**src/rtl/tone_sequencer_multi.sv**
```systemverilog
// tone_sequencer_multi: N independent square-wave voices, each fed from its own note FIFO.
// A shared millisecond prescaler times note durations for every voice.
module tone_sequencer_multi #(
  parameter int N_VOICES = 2,
  parameter int DEPTH    = 4,
  parameter int HP_W     = 16,
  parameter int DUR_W    = 12,
  parameter int TPM_W    = 16,
  localparam int VW      = (N_VOICES > 1) ? $clog2(N_VOICES) : 1
) (
  input  logic                clk,
  input  logic                rst,
  input  logic [TPM_W-1:0]    ticks_per_milli,
  input  logic                cmd_valid,
  output logic                cmd_ready,
  input  logic [VW-1:0]       cmd_voice,
  input  logic [HP_W-1:0]     cmd_half_period,
  input  logic [DUR_W-1:0]    cmd_dur_ms,
  input  logic [N_VOICES-1:0] stop,
  output logic [N_VOICES-1:0] busy,
  output logic [N_VOICES-1:0] sound,
  output logic                sound_mix,
  output logic [7:0]          led
);

  localparam int AW = $clog2(DEPTH);

  typedef enum logic {S_IDLE, S_PLAY} vstate_e;

  logic [TPM_W-1:0]    pre_q, pre_d, pre_last;
  logic                ms_tick;
  logic [N_VOICES-1:0] sel, full;

  // A tpm of 0 behaves as 1; >= lets a lowered tpm wrap the count immediately.
  always_comb begin
    pre_last = (ticks_per_milli == '0) ? '0 : ticks_per_milli - TPM_W'(1);
    ms_tick  = (pre_q == pre_last);
    pre_d    = (pre_q >= pre_last) ? '0 : pre_q + TPM_W'(1);
  end

  always_ff @(posedge clk) begin
    if (rst) pre_q <= '0;
    else     pre_q <= pre_d;
  end

  assign cmd_ready = |(sel & ~full & ~stop);
  assign sound_mix = ^sound;

  for (genvar i = 0; i < 8; i++) begin : g_led
    if (i < N_VOICES) begin : g_on
      assign led[i] = busy[i];
    end else begin : g_off
      assign led[i] = 1'b0;
    end
  end

  for (genvar v = 0; v < N_VOICES; v++) begin : g_voice
    logic [HP_W+DUR_W-1:0] mem_q [DEPTH];
    logic [AW:0]           wr_q, rd_q;
    logic                  empty, push, pop, load;
    logic [HP_W-1:0]       head_hp;
    logic [DUR_W-1:0]      head_dur;
    vstate_e               state_q, state_d;
    logic [HP_W-1:0]       hp_q, hp_d, hcnt_q, hcnt_d;
    logic [DUR_W-1:0]      dcnt_q, dcnt_d;
    logic                  snd_q, snd_d;

    assign sel[v]  = (cmd_voice == VW'(v));
    assign empty   = (wr_q == rd_q);
    assign full[v] = (wr_q[AW] != rd_q[AW]) && (wr_q[AW-1:0] == rd_q[AW-1:0]);
    assign push    = cmd_valid && sel[v] && !full[v] && !stop[v];
    assign {head_hp, head_dur} = mem_q[rd_q[AW-1:0]];
    assign busy[v]  = (state_q == S_PLAY) || !empty;
    assign sound[v] = snd_q;

    always_comb begin
      state_d = state_q;
      hp_d    = hp_q;
      hcnt_d  = hcnt_q;
      dcnt_d  = dcnt_q;
      snd_d   = snd_q;
      load    = 1'b0;
      pop     = 1'b0;
      case (state_q)
        S_IDLE: begin
          snd_d = 1'b0;
          if (!empty) load = 1'b1;
        end
        S_PLAY: begin
          if (hp_q == '0) begin
            snd_d = 1'b0;
          end else if (hcnt_q == hp_q - HP_W'(1)) begin
            hcnt_d = '0;
            snd_d  = ~snd_q;
          end else begin
            hcnt_d = hcnt_q + HP_W'(1);
          end
          if (ms_tick) begin
            if (dcnt_q <= DUR_W'(1)) begin
              if (!empty) begin
                load = 1'b1;
              end else begin
                state_d = S_IDLE;
                snd_d   = 1'b0;
              end
            end else begin
              dcnt_d = dcnt_q - DUR_W'(1);
            end
          end
        end
        default: state_d = S_IDLE;
      endcase
      // A zero-length note is popped and dropped, leaving the voice idle for that one cycle.
      if (load) begin
        pop     = 1'b1;
        hp_d    = head_hp;
        dcnt_d  = head_dur;
        hcnt_d  = '0;
        snd_d   = 1'b0;
        state_d = (head_dur == '0) ? S_IDLE : S_PLAY;
      end
      if (stop[v]) begin
        pop     = 1'b0;
        state_d = S_IDLE;
        snd_d   = 1'b0;
      end
    end

    always_ff @(posedge clk) begin
      if (rst) begin
        wr_q    <= '0;
        rd_q    <= '0;
        state_q <= S_IDLE;
        hp_q    <= '0;
        hcnt_q  <= '0;
        dcnt_q  <= '0;
        snd_q   <= 1'b0;
      end else begin
        state_q <= state_d;
        hp_q    <= hp_d;
        hcnt_q  <= hcnt_d;
        dcnt_q  <= dcnt_d;
        snd_q   <= snd_d;
        if (push) wr_q <= wr_q + (AW+1)'(1);
        if (stop[v])  rd_q <= wr_q;
        else if (pop) rd_q <= rd_q + (AW+1)'(1);
      end
    end

    always_ff @(posedge clk) begin
      if (push) mem_q[wr_q[AW-1:0]] <= {cmd_half_period, cmd_dur_ms};
    end
  end

endmodule

```
**config.mk**
```make
export PLATFORM = sky130hd
export DESIGN_NAME = tone_sequencer_multi
export DESIGN_NICKNAME = d
export VERILOG_FILES = /design/src/rtl/tone_sequencer_multi.sv
export SDC_FILE = /design/constraint.sdc
export NUM_CORES = 1
export LEC_CHECK = 0
export CORE_ASPECT_RATIO = 1.4
export CORE_MARGIN = 5
export CORE_UTILIZATION = 30
export DETAILED_ROUTE_END_ITERATION = 8
export PLACE_DENSITY = 0.59
export SLEW_MARGIN = 5
export SYNTH_ARGS = -nofsm -noshare
export SYNTH_HDL_FRONTEND = slang
export SYNTH_SLANG_ARGS = --single-unit
export TNS_END_PERCENT = 1
```
**constraint.sdc**
```tcl
create_clock -name clk -period 4.44 [get_ports clk]
set_input_delay 0.444 -clock clk [delete_from_list [all_inputs] [get_ports clk]]
set_output_delay 0.444 -clock clk [all_outputs]
set_load 0.02 [all_outputs]
```
==> flow_metrics.py <==
metrics = {
    "sta": {
        "fin_skew_ns": 0.0243,
        "hold_viol": 0,
        "period_minus_slack_ns": 4.12,
        "rsz0062_at_grt": "no",
        "setup_viol": 0,
        "timing.final.crit_share_pct": 92.8,
        "slew_headroom_pct": 43.7,
        "fmax_ghz": 0.243,
        "slew_violations": 0,
        "fin_setup_tns_ns": 0,
        "max_slew.worst_pin.slew_ns": 0.832,
    },
    "cts": {
        "tritoncts": "done",
        "cts_made_buffers": 34,
        "cts_max_level": 2,
        "clkTransAtPathRegs_ns": 0.06,
        "clock_path_buffers": 3,
        "clock_latency_ns": 0.54,
        "cts_root_buf": "clkbuf_16",
        "holdBufCountCts": 0,
        "cts_sinks": 348,
    },
    "critical_path": {
        "arrival_ns": 4.51,
        "crit_path_start": "ticks_per_milli[3]",
        "end_kind": "flop",
        "crit_slowest_cell": "or4_4",
        "critical_path_class": "in -> reg",
        "critPathLaunchType": "input port",
        "max_stage_delay_ns": 0.51,
        "critPathRequiredTime_ns": 4.83,
        "cp_cell_sequence": "clkdlybuf4s50_1 > nor3_2 > nand3_1 > nor3_2 > nand2_1 > or2_2 > or4_1 > nor3_1 > a21oi_1 > ha_1 > nand4_1 > or4_4 > nand4b_1 > a21oi_4 > buf_12 > mux2i_1 > nor2_1 > a21oi_1 > nor2_1",
        "r2r_slack_ns": 1.01,
        "crit_fanout": 13,
        "r2r-start": "g_voice[0].hp_q[0]",
    },
    "logic_synthesis": {
        "synth_compound_area_share_pct": 6.97,
        "ys_seq_area_share_pct": 59.3,
        "synth_fa_ha_area_share_pct": 2.90,
        "synth-edff-count": 224,
        "synthSimpleGateAreaFrac_pct": 13.8,
        "synth_top_family_by_area": "simple AND/OR/NAND/NOR gates",
        "synth_seq_cells": 348,
        "ys_warn_count": 0,
        "netlist_area_um2": 15500,
        "syn_avg_cell_area_um2": 12.3,
        "synth_xor_xnor_area_share_pct": 5.86,
        "synthMuxAreaShare_pct": 8.83,
        "synth_ff_type": "edfxtp_1",
        "synthCells": 1259,
        "ys_async_sr_fraction_pct": 0,
        "yosysUniqueCellTypes": 65,
    },
    "routing": {
        "drc": 0,
        "wl_mm": 34.9,
        "detail_route.iter0.violations": 499,
        "viasPerCell": 4.89,
        "dr.pass1.iters": 5,
        "num_vias": 10039,
        "wl_per_cell_um": 17.0,
        "antenna_left": 0,
    },
    "layout": {
        "diodes": 0,
        "area_delta_synth_final_pct": 18.6,
        "layout-drive-gt1-share_pct": 14.6,
        "n_fill_cell": 4840,
        "nets": 1464,
        "utilization_pct": 36.0,
    },
    "floorplanning": {
        "start_util_pct": 30.4,
        "dieWidth_um": 202,
        "io_pins": 64,
        "dieArea_um2": 56500,
        "die_h_um": 279,
        "fp-row-count": 98,
        "core_area_um2": 51100,
    },
    "run_status": {
        "status": "completed",
    },
    "global_route": {
        "grt-ovfl-total": 0,
        "antenna_found_initial": 1,
        "grt_max_degree": 44,
        "grt_pass1_vias": 10255,
        "grt_use_total_pct": 12.1,
        "grt_pass1_wl_mm": 55.4,
    },
    "placed_design": {
        "io_buffers": 57,
        "post-dp-hpwl_mm": 24.7,
        "gp_congestion": 0.802,
    },
    "power": {
        "pwr_density_cell_nw_per_um2": 427,
        "total_power_uw": 7860,
        "p_leak_uw": 0.00629,
        "peakVddDrop_mv": 0.243,
    },
    "flow_run": {
        "cap_violations": 0,
    },
    "worst_hold_path": {
        "min-delay-start": "rst",
        "min_path_type": "in -> reg",
    },
}
==> through the flow <==
stage               worst slack [ns]  std cells  hold slack [ns]  cell area [µm²]
floorplan                     0.0249       1264            0.441            15600
detailed placement            -0.651       1991            0.473            17300
CTS                           0.0790       2052            0.440            18400
global route                  0.0383       2053            0.475            18400
global placement              -0.581       1991            0.471            17300
finish                         0.321       2053            0.461            18400
==> per-layer routing <==
| metal | global-route usage (%) | up-vias | routed length, µm |
|---|---|---|---|
| met1 | 13.4 | 4962 | 13700 |
| met2 | 23.5 | 142 | 18900 |
| met3 | 1.85 | 53 | 1210 |
| met5 | 0 | - | 12 |
| li1 | - | 4880 | - |
| met4 | 4.34 | 2 | 1030 |
==> cells in the final DEF, fill, tap and decap left out, drive strengths merged, types with 25 or more instances in the layout <==
cell | Yosys | final
inv | 22 | 25
xor2 | 58 | 58
edfxtp | 224 | 224
nand2 | 150 | 150
clkbuf | 42 | 48
nor3 | 29 | 29
o21ai | 29 | 29
clkdlybuf4s50 | 0 | 56
a21oi | 70 | 70
xnor2 | 46 | 46
nand3 | 32 | 32
nor2 | 119 | 119
buf | 16 | 80
mux4 | 56 | 56
dfxtp | 124 | 124
ha | 36 | 36
==> power breakdown <==
group          switching [µW]  internal (µW)
clock network            1240           1600
registers                 128           3560
logic                     743            603
==> cells in the mapped netlist, drive strengths merged, types with 17 or more instances <==
library cell | count | area (µm²)
nor3 | 29 | 145
clkbuf | 42 | 158
dfxtp | 124 | 2480
o21ai | 29 | 149
inv | 22 | 82.6
nand3 | 32 | 160
ha | 36 | 450
xnor2 | 46 | 403
nor4 | 18 | 113
xor2 | 58 | 508
and3 | 17 | 106
edfxtp | 224 | 6730
mux4 | 56 | 1260
a21oi | 70 | 350
nand2 | 150 | 563
nor2 | 119 | 447
==> repair_timing <==
action,in CTS,in global routing
pin swaps,0,3
resized for setup,2,5
setup endpoints to repair,38,83
buffers inserted,0,1
==> state kept, by name, indices dropped and copies added, names as in the netlist, named ones only <==
signal and count:
g_voice.hp_q 32, g_voice.wr_q 6, g_voice.state_q 2, g_voice.mem_q 224, g_voice.dcnt_q 24, g_voice.hcnt_q 32
g_voice.rd_q 6, pre_q 16, g_voice.snd_q 2
==> path summary, 6_finish.rpt <==
check,to,depth (start not counted)
setup / recovery,flop,19
hold / removal,g_voice[0].dcnt_q[2],2
setup reg to reg,g_voice[0].hcnt_q[10],12
hold reg to reg,g_voice[0].hp_q[11],2
==> cell families after synthesis <==
kind of cell	Yosys count
compound gates	173
xor+xnor	104
fa+ha+maj	36
buf+inv	80
flops	348
mux	67
other cells	1
simple gates	450
==> critical path: cells and delay by family <==
kind            cells  cell delay, ns
fa+ha+maj           1            0.29
mux                 1            0.18
compound gates      3            0.43
simple gates       12            2.57
buf+inv             2            0.60
==> cell type report <==
cell class                 instances  area [µm²]  area share (%)
tap                              650         813            4.41
inverter                          22        82.6           0.448
clock buffer                      48         925            5.02
clock inverter                    13         158           0.855
sequential                       348        9210            50.0
multi-input combinational        836        6020            32.7
timing repair buffer             136        1220            6.60
No activity file was read; power rests on OpenSTA's default activity.
